<file path="src/rtl/find_first_one_pkg.sv">
// Shared types, constants and reference model for the leading-one detector.
package ffo_pkg;

  localparam int unsigned FFO_DEFAULT_N = 32;
  localparam int unsigned FFO_MAX_N     = 64;
  localparam int unsigned FFO_MAX_IW    = 6;

  // Result record: any-bit-set flag plus MSB position.
  typedef struct packed {
    logic                  v;
    logic [FFO_MAX_IW-1:0] idx;
  } ffo_res_t;

  // Behavioural leading-one search over the low n bits of x.
  function automatic ffo_res_t ffo_ref(logic [FFO_MAX_N-1:0] x, int n);
    ffo_res_t res;
    res.v   = 1'b0;
    res.idx = '0;
    for (int k = 0; k < n; k++) begin
      if (x[k]) begin
        res.v   = 1'b1;
        res.idx = FFO_MAX_IW'(k);
      end
    end
    return res;
  endfunction

  // First bit of tree level lvl inside the flat valid vector (levels start at 1).
  function automatic int unsigned ffo_v_off(int unsigned lvl, int unsigned p);
    return p - (p >> (lvl - 1));
  endfunction

  // First bit of tree level lvl inside the flat index vector; level k nodes carry k index bits.
  function automatic int unsigned ffo_idx_off(int unsigned lvl, int unsigned p);
    int unsigned off;
    off = 0;
    for (int unsigned k = 1; k < lvl; k++) begin
      off += k * (p >> k);
    end
    return off;
  endfunction

endpackage

</file>
<file path="src/rtl/find_first_one_if.sv">
// Scan-word in, registered {valid,index} out.
interface find_first_one_if
  import ffo_pkg::*;
#(
  parameter int unsigned N = FFO_DEFAULT_N
);

  localparam int unsigned INDEX_WIDTH = $clog2(N);

  logic [N-1:0]           testVal;
  logic                   valid;
  logic [INDEX_WIDTH-1:0] index;

  modport master (output testVal, input valid, input index);
  modport slave  (input testVal, output valid, output index);

endinterface

</file>
<file path="src/rtl/find_first_one_merge.sv">
// One node of the leading-one tree: the upper half wins whenever it has a set bit.
module ffo_merge #(
  parameter int unsigned W = 1
) (
  input  logic         hi_v,
  input  logic [W-1:0] hi_idx,
  input  logic         lo_v,
  input  logic [W-1:0] lo_idx,
  output logic         v,
  output logic [W:0]   idx
);

  // Combine the two halves; the new MSB of idx records which half was chosen.
  always_comb begin
    v   = hi_v | lo_v;
    idx = hi_v ? {1'b1, hi_idx} : {1'b0, lo_idx};
  end

endmodule

</file>
<file path="src/rtl/find_first_one.sv">
// Leading-one detector: position of the most significant set bit, one cycle of latency.
module find_first_one
  import ffo_pkg::*;
#(
  parameter int unsigned N = FFO_DEFAULT_N
) (
  input  logic                  clk,
  input  logic                  reset,
  find_first_one_if.slave       bus
);

  localparam int unsigned INDEX_WIDTH = $clog2(N);
  localparam int unsigned PAD_N       = 1 << INDEX_WIDTH;
  localparam int unsigned V_TOT       = PAD_N - 1;
  localparam int unsigned I_TOT       = ffo_idx_off(INDEX_WIDTH + 1, PAD_N);
  localparam int unsigned V_ROOT      = V_TOT - 1;
  localparam int unsigned I_ROOT      = I_TOT - INDEX_WIDTH;

  logic [PAD_N-1:0]       padded;
  logic [V_TOT-1:0]       v_tree;
  logic [I_TOT-1:0]       idx_tree;

  logic                   valid_d;
  logic                   valid_q;
  logic [INDEX_WIDTH-1:0] index_d;
  logic [INDEX_WIDTH-1:0] index_q;

  // Zero-extend to a power of two; padding bits can never win, so index stays below N.
  assign padded = PAD_N'(bus.testVal);

  // All tree levels live in two flat vectors; level l has PAD_N>>l nodes of l index bits each.
  for (genvar l = 1; l <= int'(INDEX_WIDTH); l++) begin : g_lvl
    localparam int unsigned NODES = PAD_N >> l;
    localparam int unsigned VO    = ffo_v_off(l, PAD_N);
    localparam int unsigned IO    = ffo_idx_off(l, PAD_N);

    if (l == 1) begin : g_leaf
      // Leaves are single bits, so the first level reduces bit pairs directly.
      for (genvar j = 0; j < int'(NODES); j++) begin : g_node
        assign v_tree[VO + j]   = padded[2*j+1] | padded[2*j];
        assign idx_tree[IO + j] = padded[2*j+1];
      end
    end else begin : g_merge
      localparam int unsigned CW  = l - 1;
      localparam int unsigned CVO = ffo_v_off(l - 1, PAD_N);
      localparam int unsigned CIO = ffo_idx_off(l - 1, PAD_N);

      for (genvar j = 0; j < int'(NODES); j++) begin : g_node
        ffo_merge #(
          .W (CW)
        ) u_merge (
          .hi_v   (v_tree[CVO + 2*j + 1]),
          .hi_idx (idx_tree[CIO + (2*j + 1) * CW +: CW]),
          .lo_v   (v_tree[CVO + 2*j]),
          .lo_idx (idx_tree[CIO + (2*j) * CW +: CW]),
          .v      (v_tree[VO + j]),
          .idx    (idx_tree[IO + j * l +: l])
        );
      end
    end
  end

  // Tree root is the next value of the output register.
  always_comb begin
    valid_d = v_tree[V_ROOT];
    index_d = idx_tree[I_ROOT +: INDEX_WIDTH];
  end

  // Output register; reset overrides the incoming word.
  always_ff @(posedge clk) begin
    if (reset) begin
      valid_q <= 1'b0;
      index_q <= '0;
    end else begin
      valid_q <= valid_d;
      index_q <= index_d;
    end
  end

  assign bus.valid = valid_q;
  assign bus.index = index_q;

endmodule

</file>
<file path="src/flat_wrapper.sv">
// flat-port wrapper written by rule: the top's interface ports become plain ports
module find_first_one_flat import ffo_pkg::*;
#(
  parameter int unsigned N = FFO_DEFAULT_N
)
  (clk, reset, bus_testVal, bus_valid, bus_index);
  find_first_one_if #(.N(N)) bus_i ();
  input  logic clk;
  input  logic reset;
  input wire logic [$bits(bus_i.testVal)-1:0] bus_testVal;
  output wire logic [$bits(bus_i.valid)-1:0] bus_valid;
  output wire logic [$bits(bus_i.index)-1:0] bus_index;
  assign bus_i.testVal = bus_testVal;
  assign bus_valid = bus_i.valid;
  assign bus_index = bus_i.index;
  find_first_one #(.N(N)) u_core (.clk(clk), .reset(reset), .bus(bus_i));
endmodule
</file>
<file path="config.mk">
export PLATFORM = sky130hd
export DESIGN_NAME = find_first_one_flat
export DESIGN_NICKNAME = d
export VERILOG_FILES = /design/src/rtl/find_first_one_pkg.sv /design/src/rtl/find_first_one_if.sv /design/src/rtl/find_first_one_merge.sv /design/src/rtl/find_first_one.sv /design/src/flat_wrapper.sv
export SDC_FILE = /design/constraint.sdc
export NUM_CORES = 1
export LEC_CHECK = 0
export BUFFER_PORTS_ARGS = -buffer_cell sky130_fd_sc_hd__buf_2
export CORE_AREA = 2 2 39 41
export CTS_CLUSTER_DIAMETER = 40
export DETAILED_ROUTE_END_ITERATION = 12
export DIE_AREA = 0 0 41 43
export GPL_TIMING_DRIVEN = 0
export HOLD_SLACK_MARGIN = 0.08
export PLACE_DENSITY = 0.8
export SLEW_MARGIN = 5
export SYNTH_ARGS = -nofsm -noshare
export SYNTH_HDL_FRONTEND = slang
export SYNTH_SLANG_ARGS = --single-unit
</file>
<file path="constraint.sdc">
create_clock -name clk -period 2.5 [get_ports clk]
set_clock_uncertainty 0.1 [all_clocks]
set_input_delay 0.25 -clock clk [delete_from_list [all_inputs] [get_ports clk]]
set_output_delay 0.25 -clock clk [all_outputs]
set_load 0.005 [all_outputs]
</file>
==> flow_summary.toml <==
[detailed_routing]
vias_per_cell = 4.98
wl_per_cell_microns = 9.77
drtIter0Drc = 2
route.detailed.drc = 0
dr.pass1.iters = 4
wl_mm = 1.21
route.antenna.remaining_nets = 0
vias = 617

[timing]
hold_viol = 0
min_period_over_period = 0.531
tns_ns = 0
period_needed_ns = 1.33
setup_viol = 0
max_slew_margin = 0.698
max_freq_ghz = 0.753
drv_slew = 0
post-route-worst-setup-slack_ns = 1.17
worst_pin_slew_ns = 0.451
rsz0062_at_grt = "false"

[critical_path]
cpPeakStageDelay_ns = 0.55
critPathMaxFanout = 4
cp_cell_sequence = "buf_2, or4_4, nor2b_4, a2111oi_1, a211oi_2"
path_delay_family = "simple AND/OR/NAND/NOR gates"
cp_slowest_cell = "or4_4"
crit_path_end_kind = "register"
worstSetupPathType = "input port to register"
worstPathArrival_ns = 1.39
crit_buf_inv = 1
critPathRequiredTime_ns = 2.57
worst_setup_path_start_kind = "input port"

[synthesis]
synthSimpleGateAreaFrac = 0.393
ys_ff_latch = 6
synth_adder_area_share = 0
ys_types = 22
synth_compound_area_frac = 0.314
ys_warn_count = 0
synth_mux_area_frac = 0
avgSynthCellArea_sq_um = 7.18
synth_top_area_cell = "dfxtp_1"
synth_common_cells = "nor2_1, a21oi_1, dfxtp_1, inv_1"
synth_xor_area_frac = 0
synthTopCellsByArea = "dfxtp_1, nor2_1, a21oi_1, o31ai_1, nor4_1"
synth_top_area_frac = 0.253
synth_area_sq_um = 474
seq_area_frac_synth = 0.253
yosys_most_used_dff = "dfxtp_1"
syn_inst = 66
async_reset_ff_frac = 0
synth_top_family_by_area = "simple AND/OR/NAND/NOR gates"
synth_edf_count = 0
synth_most_common_cell = "nor2_1"
syn_nets = 100

[min_path]
holdPathStages = 2
hold_end = "u_core.bus.index[1]"
worstHoldStart = "reset"
hold_class = "input port to register"

[grt]
antenna_found_initial = 0
grt_pass1_wl_mm = 2.13
grt_usage = 0.172
grt_max_degree = 7
gr-total-overflow = 0
grt_pass1_vias = 574

[job]
drv_cap = 0

[final_layout]
fill_cells = 141
seq_area_sq_um = 120
multi_input_area_sq_um = 335
drive_above_1_share = 0.435
area_growth_syn_to_layout_pct = 50.1
nets = 144
final_util = 0.514
n_antenna_cell = 0

[clocking]
cts_max_path_buffers = 2
root_buffer = "clkbuf_4"
cts_buffers = 3
post-cts-setup-buffers = 0
clock_sinks = 6
path_clk_slew_ns = 0.04
cts_resized = 0
cts_tree = "yes"
hold_buffers = 0
htree_levels = 1

[floorplan]
rows = 14
initial_utilization = 0.343
design.portCount = 40
die_w_microns = 41
die_h_microns = 43
die_area_sq_um = 1760
fp.coreArea_sq_um = 1380

[place]
dp_slack_ns = 0.931
place.gp.congestion = 0.706
place_hpwl_mm = 1.04
numPortBuffers = 39

[power_and_ir_drop]
power_leakage_nw = 0.338
power_density_nw_per_um2 = 368
ir_drop_mv = 0.0961

[outcome]
status = "completed"
layer usage:
metal,part of all wire,GRT usage,wire [microns]
met1,0.43,0.227,521
met4,0.022,0.133,27
met3,0.065,0,79
met2,0.48,0.253,582
met5,0,0,0
stage by stage:
| step | total power [mW] | area [sq um] | instances | hold WS [ns] |
|---|---|---|---|---|
| floorplan | 0.131 | 474 | 66 | 0.215 |
| global route | 0.282 | 712 | 124 | 0.152 |
| detailed placement | 0.176 | 689 | 121 | 0.394 |
| CTS | 0.263 | 712 | 124 | 0.149 |
| global placement | 0.174 | 689 | 121 | 0.397 |
| finish | 0.262 | 712 | 124 | 0.148 |
how the worst max path moves through the flow:
stage	from	cells past startpoint	slack (ns)	endpoint
after floorplan	bus_testVal[10]	4	1.11	u_core.bus.index[1]
after global placement	bus_testVal[10]	5	0.92	u_core.bus.index[1]
after detailed placement	bus_testVal[23]	6	0.93	u_core.bus.index[0]
after CTS	bus_testVal[23]	6	1.16	u_core.bus.index[0]
after global routing	bus_testVal[6]	6	0.99	u_core.bus.index[0]
final	bus_testVal[10]	5	1.17	u_core.bus.index[1]
logic make-up after synthesis:
kind of cell    count (synthesis)
compound gates                 21
simple gates                   34
buf+inv                         5
flops                           6
area by class of cell:
type                       count  share of cell area
timing repair buffer          39               0.274
tap                           16              0.0281
multi-input combinational     55               0.471
sequential                     6               0.169
clock buffer                   3              0.0316
inverter                       5              0.0264
power breakdown:
part / switching (mW) / total (mW) / internal (mW)
clock: 0.0337 / 0.0879 / 0.0542
combinational: 0.0353 / 0.0713 / 0.0360
sequential: 0.00108 / 0.103 / 0.102
registers in the layout, indices dropped and copies added (netlist names):
| register | count |
|---|---|
| u_core.bus.valid | 1 |
| u_core.bus.index | 5 |
cell usage in the layout (no fill, tap or decap):
cell       instances
dfxtp_1            6
nor4_1             4
a221oi_1           2
clkbuf_4           3
a21oi_1            6
nor3_1             2
o21bai_1           1
nor2_1            16
buf_2             39
nand2_1            4
o31a_2             1
nor4_4             1
or4_4              1
a211oi_1           1
a211oi_2           1
nand3_1            1
o31ai_1            4
a2111oi_1          1
inv_1              5
a41oi_1            1
o21ai_0            3
nor2b_1            3
nor2b_4            1
nand4_1            1
Note: power is estimated with default switching activity, not from simulation.
